<file path="src/rtl/muldiv_ctrl_if.sv">
// Handshake and result bundle between the EX stage and the multiply/divide sequencer.
// The master side issues operations; the slave side (the sequencer) returns stall and HI/LO results.
interface muldiv_ctrl_if #(
  parameter int WIDTH = 32
);
  logic             start;
  logic [1:0]       op;
  logic [WIDTH-1:0] a;
  logic [WIDTH-1:0] b;
  logic             flush;
  logic             busy;
  logic             done;
  logic             hilo_write;
  logic [WIDTH-1:0] hi_out;
  logic [WIDTH-1:0] lo_out;

  modport master (
    output start, op, a, b, flush,
    input  busy, done, hilo_write, hi_out, lo_out
  );

  modport slave (
    input  start, op, a, b, flush,
    output busy, done, hilo_write, hi_out, lo_out
  );
endinterface

</file>
<file path="src/rtl/muldiv_ctrl.sv">
// Multi-cycle MULT/MULTU/DIV/DIVU sequencer: 32-step shift-add multiply or restoring divide.
// Stalls the pipeline while running and writes HI/LO with a one-cycle strobe on completion.
module muldiv_ctrl #(
  parameter int WIDTH = 32
) (
  input logic            clk,
  input logic            rst,
  muldiv_ctrl_if.slave   bus
);
  localparam int CW = $clog2(WIDTH);

  typedef enum logic [1:0] {IDLE, MUL, DIV, DONE} state_t;

  state_t state, state_next;

  logic [CW-1:0]      cnt;
  logic [2*WIDTH-1:0] acc;
  logic [2*WIDTH-1:0] mcand;
  logic [WIDTH-1:0]   mplier;
  logic [WIDTH-1:0]   dq;
  logic [WIDTH-1:0]   rem;
  logic [WIDTH-1:0]   divisor;
  logic               neg_q;
  logic               neg_r;

  logic               launch;
  logic               is_signed;
  logic               div_zero;
  logic               last;
  logic [WIDTH-1:0]   abs_a;
  logic [WIDTH-1:0]   abs_b;
  logic [2*WIDTH-1:0] acc_next;
  logic [2*WIDTH-1:0] prod;
  logic [WIDTH:0]     trial;
  logic [WIDTH:0]     diff;
  logic [WIDTH-1:0]   quo_next;
  logic [WIDTH-1:0]   rem_next;

  always_comb begin
    is_signed = ~bus.op[0];
    launch    = bus.start & ~bus.flush & ((state == IDLE) || (state == DONE));
    div_zero  = bus.op[1] & (bus.b == '0);
    abs_a     = (is_signed & bus.a[WIDTH-1]) ? -bus.a : bus.a;
    abs_b     = (is_signed & bus.b[WIDTH-1]) ? -bus.b : bus.b;
    last      = (cnt == CW'(WIDTH - 1));
    acc_next  = mplier[0] ? acc + mcand : acc;
    prod      = neg_q ? -acc_next : acc_next;
    // A borrow out of the trial subtraction means the divisor did not fit: restore.
    trial     = {rem, dq[WIDTH-1]};
    diff      = trial - {1'b0, divisor};
    quo_next  = {dq[WIDTH-2:0], ~diff[WIDTH]};
    rem_next  = diff[WIDTH] ? trial[WIDTH-1:0] : diff[WIDTH-1:0];
  end

  always_ff @(posedge clk or posedge rst) begin
    if (rst) state <= IDLE;
    else     state <= state_next;
  end

  always_comb begin
    state_next = state;
    case (state)
      IDLE, DONE: begin
        if (launch) begin
          if (!bus.op[1])    state_next = MUL;
          else if (div_zero) state_next = DONE;
          else               state_next = DIV;
        end else begin
          state_next = IDLE;
        end
      end
      MUL, DIV: if (last) state_next = DONE;
      default:  state_next = IDLE;
    endcase
    if (bus.flush) state_next = IDLE;
  end

  always_comb begin
    bus.busy       = launch | (state == MUL) | (state == DIV);
    bus.done       = (state == DONE);
    bus.hilo_write = (state == DONE);
  end

  // Operand latch at launch, then one iteration per cycle; HI/LO load only on the final step.
  always_ff @(posedge clk or posedge rst) begin
    if (rst) begin
      cnt        <= '0;
      acc        <= '0;
      mcand      <= '0;
      mplier     <= '0;
      dq         <= '0;
      rem        <= '0;
      divisor    <= '0;
      neg_q      <= 1'b0;
      neg_r      <= 1'b0;
      bus.hi_out <= '0;
      bus.lo_out <= '0;
    end else if (launch) begin
      cnt     <= '0;
      acc     <= '0;
      rem     <= '0;
      mcand   <= {{WIDTH{1'b0}}, abs_a};
      mplier  <= abs_b;
      dq      <= abs_a;
      divisor <= abs_b;
      neg_q   <= is_signed & (bus.a[WIDTH-1] ^ bus.b[WIDTH-1]);
      neg_r   <= is_signed & bus.op[1] & bus.a[WIDTH-1];
      if (div_zero) begin
        bus.hi_out <= bus.a;
        bus.lo_out <= '1;
      end
    end else if (!bus.flush) begin
      case (state)
        MUL: begin
          acc    <= acc_next;
          mcand  <= mcand << 1;
          mplier <= mplier >> 1;
          cnt    <= cnt + 1'b1;
          if (last) {bus.hi_out, bus.lo_out} <= prod;
        end
        DIV: begin
          dq  <= quo_next;
          rem <= rem_next;
          cnt <= cnt + 1'b1;
          if (last) begin
            bus.lo_out <= neg_q ? -quo_next : quo_next;
            bus.hi_out <= neg_r ? -rem_next : rem_next;
          end
        end
        default: ;
      endcase
    end
  end
endmodule

</file>
<file path="src/flat_wrapper.sv">
// flat-port wrapper written by rule: the top's interface ports become plain ports
module muldiv_ctrl_flat 
#(
  parameter int WIDTH = 32
)
  (clk, rst, bus_start, bus_op, bus_a, bus_b, bus_flush, bus_busy, bus_done, bus_hilo_write, bus_hi_out, bus_lo_out);
  muldiv_ctrl_if #(.WIDTH(WIDTH)) bus_i ();
  input logic clk;
  input logic rst;
  input wire logic [$bits(bus_i.start)-1:0] bus_start;
  input wire logic [$bits(bus_i.op)-1:0] bus_op;
  input wire logic [$bits(bus_i.a)-1:0] bus_a;
  input wire logic [$bits(bus_i.b)-1:0] bus_b;
  input wire logic [$bits(bus_i.flush)-1:0] bus_flush;
  output wire logic [$bits(bus_i.busy)-1:0] bus_busy;
  output wire logic [$bits(bus_i.done)-1:0] bus_done;
  output wire logic [$bits(bus_i.hilo_write)-1:0] bus_hilo_write;
  output wire logic [$bits(bus_i.hi_out)-1:0] bus_hi_out;
  output wire logic [$bits(bus_i.lo_out)-1:0] bus_lo_out;
  assign bus_i.start = bus_start;
  assign bus_i.op = bus_op;
  assign bus_i.a = bus_a;
  assign bus_i.b = bus_b;
  assign bus_i.flush = bus_flush;
  assign bus_busy = bus_i.busy;
  assign bus_done = bus_i.done;
  assign bus_hilo_write = bus_i.hilo_write;
  assign bus_hi_out = bus_i.hi_out;
  assign bus_lo_out = bus_i.lo_out;
  muldiv_ctrl #(.WIDTH(WIDTH)) u_core (.clk(clk), .rst(rst), .bus(bus_i));
endmodule
</file>
<file path="config.mk">
export PLATFORM = sky130hd
export DESIGN_NAME = muldiv_ctrl_flat
export DESIGN_NICKNAME = d
export VERILOG_FILES = /design/src/rtl/muldiv_ctrl_if.sv /design/src/rtl/muldiv_ctrl.sv /design/src/flat_wrapper.sv
export SDC_FILE = /design/constraint.sdc
export NUM_CORES = 1
export LEC_CHECK = 0
export ABC_AREA = 1
export CAP_MARGIN = 5
export CORE_ASPECT_RATIO = 1.75
export CORE_MARGIN = 10
export CORE_UTILIZATION = 67
export CTS_CLUSTER_DIAMETER = 200
export CTS_CLUSTER_SIZE = 40
export DETAILED_ROUTE_END_ITERATION = 16
export PLACE_DENSITY = 0.86
export SLEW_MARGIN = 20
export SYNTH_ARGS = -nofsm -noshare
export SYNTH_HDL_FRONTEND = slang
export SYNTH_SLANG_ARGS = --single-unit
export TNS_END_PERCENT = 20
</file>
<file path="constraint.sdc">
create_clock -name clk -period 31.9 [get_ports clk]
set_input_delay 9.57 -clock clk [delete_from_list [all_inputs] [get_ports clk]]
set_output_delay 9.57 -clock clk [all_outputs]
set_load 0.05 [all_outputs]
</file>
# ---- Yosys cells after proc, flatten, opt, wreduce, memory -nomap -nowiden
# Cells that the tools add are included.
dict set report totals {
  reg_bits 329
  inputBits 70
  elab_cells 99
}
dict set report op_classes {
  addsub 8
  eq_ne 9
  n_mux 43
  bitwise 14
  n_reduce_logical 13
}
# cell n
set op_table {}
lappend op_table {{$mux W32} 24}
lappend op_table {{$mux W64} 8}
lappend op_table {{$neg A32 Y32} 4}
lappend op_table {{$pmux W32 S2} 2}
lappend op_table {{$add A64 B64 Y64} 1}
lappend op_table {{$neg A64 Y64} 1}
lappend op_table {{$sub A33 B32 Y33} 1}
lappend op_table {{$logic_not A32 Y1} 1}
lappend op_table {{$mux W5} 3}
lappend op_table {{$ne A3 B1 Y1 const B} 3}
lappend op_table {{$and A1 B1 Y1} 8}
lappend op_table {{$mux W2} 4}
lappend op_table {{$reduce_and A2 Y1} 3}
lappend op_table {{$reduce_bool A2 Y1} 3}
lappend op_table {{$add A5 B1 Y5 const B} 1}
lappend op_table {{$eq A5 B5 Y1 const B} 1}
lappend op_table {{$reduce_and A5 Y1} 1}
lappend op_table {{$eq A2 B2 Y1 const B} 2}
lappend op_table {{$pmux W2 S2} 1}
lappend op_table {{$reduce_or A2 Y1} 2}
lappend op_table {{$not A1 Y1} 3}
lappend op_table {{$reduce_bool A3 Y1} 1}
lappend op_table {{$eq A2 B1 Y1 const B} 1}
lappend op_table {{$logic_not A2 Y1} 1}
lappend op_table {{6 further kinds} 7}

# ---- Logic depth before layout (Yosys ltp)
# Gate-level depths: netlist of run 1.
dict set report depth {
  word_depth 8
  depth_mapped 34
}

# ---- Worst setup path before layout of run 1
# Ideal clock, no wire load.
dict set report synth_path {
  kind {input to output}
  from {input port bus_start}
  to {output port bus_busy}
  arrival_ns 10.915
  required_time_ns 22.330
  path_slack_ns 11.415
  stages 6
  n_path_buf 2
  path_cell_list {inv_1 nor3_1 clkinv_1 clkbuf_1 buf_4 nand3_1}
}
dict set report synth_via {
  elab_chain_cells 4
}
# element line
set synth_lines {}
lappend synth_lines {{start: declaration} flat_wrapper.sv:10} ;# input wire logic [$bits(bus_i.start)-1:0] bus_start;
lappend synth_lines {{$and A1 B1 Y1 (2 in a row)} muldiv_ctrl.sv:41} ;# launch = bus.start & ~bus.flush & ((state == IDLE) || (state == DONE));
lappend synth_lines {{$or A1 B1 Y1 (2 in a row)} muldiv_ctrl.sv:79} ;# bus.busy = launch | (state == MUL) | (state == DIV);
lappend synth_lines {{end: declaration} flat_wrapper.sv:15} ;# output wire logic [$bits(bus_i.busy)-1:0] bus_busy;
# No other way between the ends.

# ---- Worst setup path in the final report of run 1
dict set report layout_path {
  from {input port bus_flush}
  to {output port bus_busy}
}
dict set report layout_via {
  elab_chain_cells 5
}
# element line
set layout_lines {}
lappend layout_lines {{start: declaration} flat_wrapper.sv:14} ;# input wire logic [$bits(bus_i.flush)-1:0] bus_flush;
lappend layout_lines {{$not A1 Y1} muldiv_ctrl.sv:41}
lappend layout_lines {{$and A1 B1 Y1 (2 in a row)} muldiv_ctrl.sv:41}
lappend layout_lines {{$or A1 B1 Y1 (2 in a row)} muldiv_ctrl.sv:79}
# No other way between the ends.

==> out/metrics.csv, run 1 <==
stage,metric,value,unit
floorplan,Starting Density,67.6,%
timing,Fin. Hold Viols,0,
layout,Fill cells,3846,
timing,post-route clock period utilization,67.7,%
synth,Syn Inst Count,4624,
timing,setup TNS,0,ps
worst_setup_path,R2R Path Start,u_core.dq[31],
clocking,clk_lat worst skew,560,ps
worst_setup_path,CP dominant cell by count,clkdlybuf4s50_1,
floorplan,die width,177,um
timing,min Tclk post-route,21600,ps
synth,Synth Net Count,4801,
synth,Netlist cell types,67,
hold_path,WHS Path Cells,2,
synth,Post-Syn Area per Cell,6.22,um^2
synth,Mapped Area,28800,um^2
placed_design,dpl hpwl,83.9,mm
layout,layout cells sized above 1,5.18,%
synth,"Seq/Total Area, Yosys",28.6,%
worst_setup_path,crit end category,output pin,
timing,Slew Limit Fails,0,
detailed_routing,initial DRC count,3322,
global_routing,first-pass GRT wire length,162,mm
clocking,worst-case clock buffer depth,3,
global_routing,Overflow after GRT,0,
clocking,Post-CTS Resized,0,
worst_setup_path,Worst R2R Path Depth,29,
worst_setup_path,"Max FO, Critical Path",29,
synth,compound-cell area share of the yosys netlist,15.6,%
synth,Yosys reg bits,329,
detailed_routing,DR pass1 iterations,12,
global_routing,initial antenna violation count,9,
timing,setup ws final,10300,ps
clocking,hold_buf cts,0,
timing,clock skew,66.4,ps
worst_setup_path,CP Data Arrival Time,12030,ps
global_routing,gr usage total,40.1,%
layout,area taken by multi-input logic gates,16800,um^2
clocking,clk slew on worst S/H paths,150,ps
hold_path,worst hold path class,reg -> reg,
synth,synth top area cells,"dfrtp_1 29%, nand2_1 19%, inv_1 10%, nand3_1 7.0%, ha_1 4.6%",
synth,main flop type after synthesis,dfrtp_1,
floorplan,Die H,294,um
clocking,setup bufs post-CTS,0,
clocking,CTS Sinks,329,
layout,register area,8240,um^2
worst_setup_path,CP max-delay cell,clkdlybuf4s50_1,
timing,Worst-Margin Slew,998,ps
placed_design,RePlAce Congestion,1.07,
timing,Finish-stage setup viols,0,
worst_setup_path,crit path cell chain,clkdlybuf4s50_1 -> nor3_2 -> buf_4 -> inv_2 -> nand3_1 -> clkdlybuf4s50_1,
detailed_routing,via count,31200,
global_routing,largest net degree at the start of global routing,127,
floorplan,Cell Rows,100,
synth,most common library cells after synthesis,"1,472 x nand2_1, 798 x inv_1, 402 x nand3_1",
clocking,CTS buffer count,12,
worst_setup_path,reg2reg setup slack,26650,ps
synth,largest area contributor in the netlist,dfrtp_1,
detailed_routing,final antenna-violating net count,0,
synth,most common cell in the netlist,nand2_1,
synth,synth warn,0,
synth,Synth top area share,28.6,%
clocking,htree depth,1,
placed_design,IO buf count,136,
worst_setup_path,Startpoint Class,primary input,
detailed_routing,DR vias/cell,5.97,
worst_setup_path,kind of critical path,in -> out,
floorplan,IO Pins,137,
synth,mux cell area share after synthesis,0,%
hold_path,Hold EP,u_core.bus.hi_out[19],
hold_path,min-delay src,u_core.bus.hi_out[19],
synth,"EDFF count, synth",0,
timing,RSZ-0062 raised after global routing,false,
timing,max_slew headroom,33.5,%
synth,Synth Area in Simple Gates,37.3,%
global_routing,vias in the first global route,29500,
detailed_routing,DR DRC count,0,
detailed_routing,routed len/inst,20.4,um
synth,Post-synth ARST share,100,%
layout,Area Overhead vs Synth,6.79,%
synth,Post-Synth XOR/XNOR Area,0.639,%
detailed_routing,final WL,107,mm
clocking,CTS Root Cell,clkbuf_16,
worst_setup_path,Worst path max stage delay,820,ps
clocking,CTS tree,built,
worst_setup_path,Worst Path Required,22330,ps
timing,Max Clock Freq,46.3,MHz
floorplan,core area,42500,um^2
layout,Final nets,4831,
worst_setup_path,CP startpoint,bus_flush,
worst_setup_path,R2R Path End,u_core.bus.lo_out[24],
floorplan,DIE AREA,51900,um^2
flow_run,max-cap violations,0,
synth,largest family of logic cells by synthesized area,simple AND/OR/NAND/NOR gates,
placed_design,Setup WS pre-CTS,10290,ps
outcome,status,completed,
synth,Post-Synth Adder-Cell Area,4.71,%
critical path, delay by kind of cell:
family	cells	cell delay [ps]
and+or+nand+nor	2	390
buffers and inverters	4	2040
layout by cell type (no fill, tap or decap), drive strengths merged, types with 5 or more instances in the layout:
cell type / count
nand3: 424
clkdlybuf4s50: 136
xnor2: 10
o22a: 8
nor4: 5
nor2: 363
o31ai: 9
or2: 9
o221ai: 71
a21oi: 182
o211ai: 22
a2bb2oi: 7
and2: 10
a21boi: 5
xor2: 11
o21bai: 9
ha: 105
inv: 813
o22ai: 77
nand4: 49
nand3b: 23
nand2: 1521
dfrtp: 329
clkinv: 8
a22oi: 12
buf: 23
o21ai: 308
nor3: 70
clkbuf: 15
logic make-up after synthesis:
| logic type | Yosys count |
|---|---|
| DFF | 329 |
| buffers and inverters | 963 |
| adders and majority gates | 107 |
| AOI/OAI and AO/OA | 728 |
| xor gates and xnor gates | 21 |
| and+or+nand+nor | 2476 |
area by class of cell:
| type | count | share of cell area (%) |
|---|---|---|
| timing repair buffer | 159 | 4.99 |
| multi-input combinational | 3332 | 54.6 |
| antenna | 4 | 0.0326 |
| clock inverter | 1 | 0.0978 |
| sequential | 329 | 26.8 |
| clock buffer | 15 | 1.08 |
| tap | 561 | 2.29 |
| inverter | 820 | 10.1 |
stage by stage:
step	hold slack [ps]	std cells	instance area (um^2)	utilization [%]
6_report	500	5221	30700	72.2
3_3_place_gp	462	5201	30300	71.3
5_1_grt	524	5220	30700	72.2
2_1_floorplan	448	4624	28800	-
4_1_cts	499	5217	30700	72.2
3_5_place_dp	464	5201	30300	71.3
state kept, by name, indices dropped and copies added, names as in the netlist:
signal	count
u_core.neg_r	1
u_core.bus.lo_out	32
u_core.divisor	32
u_core.dq	32
u_core.cnt	5
u_core.bus.hi_out	32
u_core.mplier	32
u_core.mcand	64
u_core.acc	64
u_core.neg_q	1
u_core.state	2
u_core.rem	32
worst max-delay path by stage:
stage | endpoint | slack [ps] | depth (start not counted)
floorplan | bus_busy | 11410 | 6
global placement | bus_busy | 10320 | 6
detailed placement | bus_busy | 10290 | 6
CTS | bus_busy | 10290 | 6
global route | bus_busy | 10170 | 6
finish | bus_busy | 10300 | 6
routing by layer:
layer / vias to the layer above / routed length, um / global-route usage (%)
li1: 14900 / - / -
met1: 14200 / 35600 / 42.1
met2: 1652 / 51600 / 68.5
met3: 475 / 8140 / 5.56
met4: 10 / 11200 / 35.6
met5: - / 87 / 0
Power of run 1 is left out: the tool's default activity adds up to more than one toggle a clock period on the data nets, which glitch-free logic cannot reach.
==> inputs of run 2 (changes only) <==
Settings changed: CORE_UTILIZATION 67 to 63, PLACE_DENSITY 0.86 to 0.82.
Clock period 31.9 ns to 21.4 ns, I/O delays scaled along.
==> out/metrics.csv, run 2 (synthesis gave the netlist of run 1 again) <==
stage,metric,value,unit
worst_setup_path,Worst R2R Path Depth,31,
worst_setup_path,crit path cell chain,clkdlybuf4s50_1 -> nor3_2 -> buf_4 -> inv_2 -> nand3_1 -> clkdlybuf4s50_1,
worst_setup_path,"Max FO, Critical Path",30,
layout,utilization after layout,68.1,%
clocking,clk slew on worst S/H paths,160,ps
global_routing,first-pass GRT wire length,163,mm
placed_design,Setup WS pre-CTS,6410,ps
hold_path,Hold EP,u_core.bus.hi_out[23],
detailed_routing,routed len/inst,20.4,um
worst_setup_path,CP Data Arrival Time,8570,ps
detailed_routing,DR DRC count,0,
floorplan,IO Pins,137,
layout,"Non-Filler Cell Area, Final",30700,um^2
timing,RSZ-0062 raised after global routing,false,
timing,max_slew headroom,30.9,%
layout,"commonest non-fill, non-tap cell in the layout",nand2_1,
timing,Slew Limit Fails,0,
floorplan,DIE AREA,54900,um^2
floorplan,Die H,303,um
worst_setup_path,reg2reg setup slack,16520,ps
layout,Fill cells,4263,
worst_setup_path,crit end category,output pin,
clocking,CTS Root Cell,clkbuf_16,
timing,Max Clock Freq,66.7,MHz
layout,Area Overhead vs Synth,6.87,%
floorplan,core area,45100,um^2
global_routing,largest net degree at the start of global routing,120,
floorplan,die width,182,um
detailed_routing,final antenna-violating net count,0,
worst_setup_path,R2R Path End,u_core.bus.lo_out[30],
worst_setup_path,Top delay family on crit path,buffers and inverters,
worst_setup_path,buffers plus inverters on the worst setup path,4,
global_routing,initial antenna violation count,6,
worst_setup_path,kind of critical path,in -> out,
floorplan,Starting Density,63.8,%
global_routing,Overflow after GRT,0,
timing,post-route clock period utilization,70.0,%
worst_setup_path,R2R Path Start,u_core.dq[31],
timing,Finish-stage setup viols,0,
placed_design,IO buf count,136,
layout,highest-count cells in the layout ignoring fill and taps,"1,471 x nand2_1, 796 x inv_1, 402 x nand3_1",
clocking,CTS Sinks,329,
floorplan,Cell Rows,103,
detailed_routing,Max Used Layer,met5,
hold_path,min-delay src,u_core.bus.hi_out[23],
clocking,hold_buf cts,0,
worst_setup_path,CP max-delay cell,clkdlybuf4s50_1,
worst_setup_path,Worst Path Required,14980,ps
clocking,worst-case clock buffer depth,3,
detailed_routing,DR pass1 iterations,6,
clocking,setup bufs post-CTS,0,
clocking,CTS buffer count,12,
hold_path,worst hold path class,reg -> reg,
layout,Final nets,4832,
clocking,Post-CTS Resized,0,
clocking,htree depth,1,
layout,layout cells sized above 1,5.20,%
timing,setup ws final,6410,ps
detailed_routing,routed metal-1 wire length,36.8,mm
timing,min Tclk post-route,14990,ps
flow_run,max-cap violations,0,
detailed_routing,via count,30900,
detailed_routing,DR vias/cell,5.89,
placed_design,placed cell area,30400,um^2
detailed_routing,met2 wire length,51.8,mm
global_routing,vias in the first global route,29100,
placed_design,dpl hpwl,84.5,mm
worst_setup_path,CP dominant cell by count,clkdlybuf4s50_1,
hold_path,WHS Path Cells,2,
detailed_routing,initial DRC count,2852,
clocking,clk_lat worst skew,550,ps
worst_setup_path,Worst path max stage delay,810,ps
detailed_routing,met3 routed wirelength,7.03,mm
timing,Worst-Margin Slew,1040,ps
layout,biggest regs,"u_core.acc: 64 flops, u_core.mcand: 64 flops",
timing,setup TNS,0,ps
timing,Fin. Hold Viols,0,
timing,clock skew,56.7,ps
detailed_routing,final WL,107,mm
outcome,status,completed,
global_routing,gr usage total,37.9,%
clocking,CTS tree,built,
placed_design,RePlAce Congestion,1.03,
worst_setup_path,Startpoint Class,primary input,
[run 2: worst register-to-register path: cells and delay by family (launching register included)]
family / cells / cell delay [ps]
DFF: 1 / 430
buffers and inverters: 3 / 200
adders and majority gates: 3 / 740
AOI/OAI and AO/OA: 3 / 440
and+or+nand+nor: 22 / 2970
[run 2: how the worst max path moves through the flow]
stage,endpoint,from,cells after the start
2_1_floorplan,u_core.acc[0],rst,1
3_3_place_gp,bus_busy,bus_flush,6
3_5_place_dp,bus_busy,bus_flush,6
4_1_cts,bus_busy,bus_flush,6
5_1_grt,bus_busy,bus_flush,6
6_report,bus_busy,bus_flush,6
[run 2: metal layers]
| metal | GRT usage [%] | up-vias |
|---|---|---|
| li1 | - | 14900 |
| met1 | 40.4 | 14200 |
| met2 | 65.6 | 1383 |
| met3 | 4.44 | 401 |
| met4 | 33.0 | 6 |
| met5 | 0 | - |
[run 2: through the flow]
step	instances	hold slack, ps
2_1_floorplan	4624	448
3_3_place_gp	5218	464
3_5_place_dp	5218	467
4_1_cts	5234	504
5_1_grt	5236	523
6_report	5236	508
[run 2: final cells by class]
type	count	area, um^2	share of cell area [%]
Multi-Input combinational cell	3332	16800	54.6
Sequential cell	329	8240	26.8
Inverter	820	3100	10.1
Timing Repair Buffer	160	1540	5.01
Tap cell	577	722	2.35
Clock buffer	15	333	1.08
Clock inverter	1	30.0	0.0977
Antenna cell	2	5.00	0.0163
Power of run 2 is left out for the same reason.
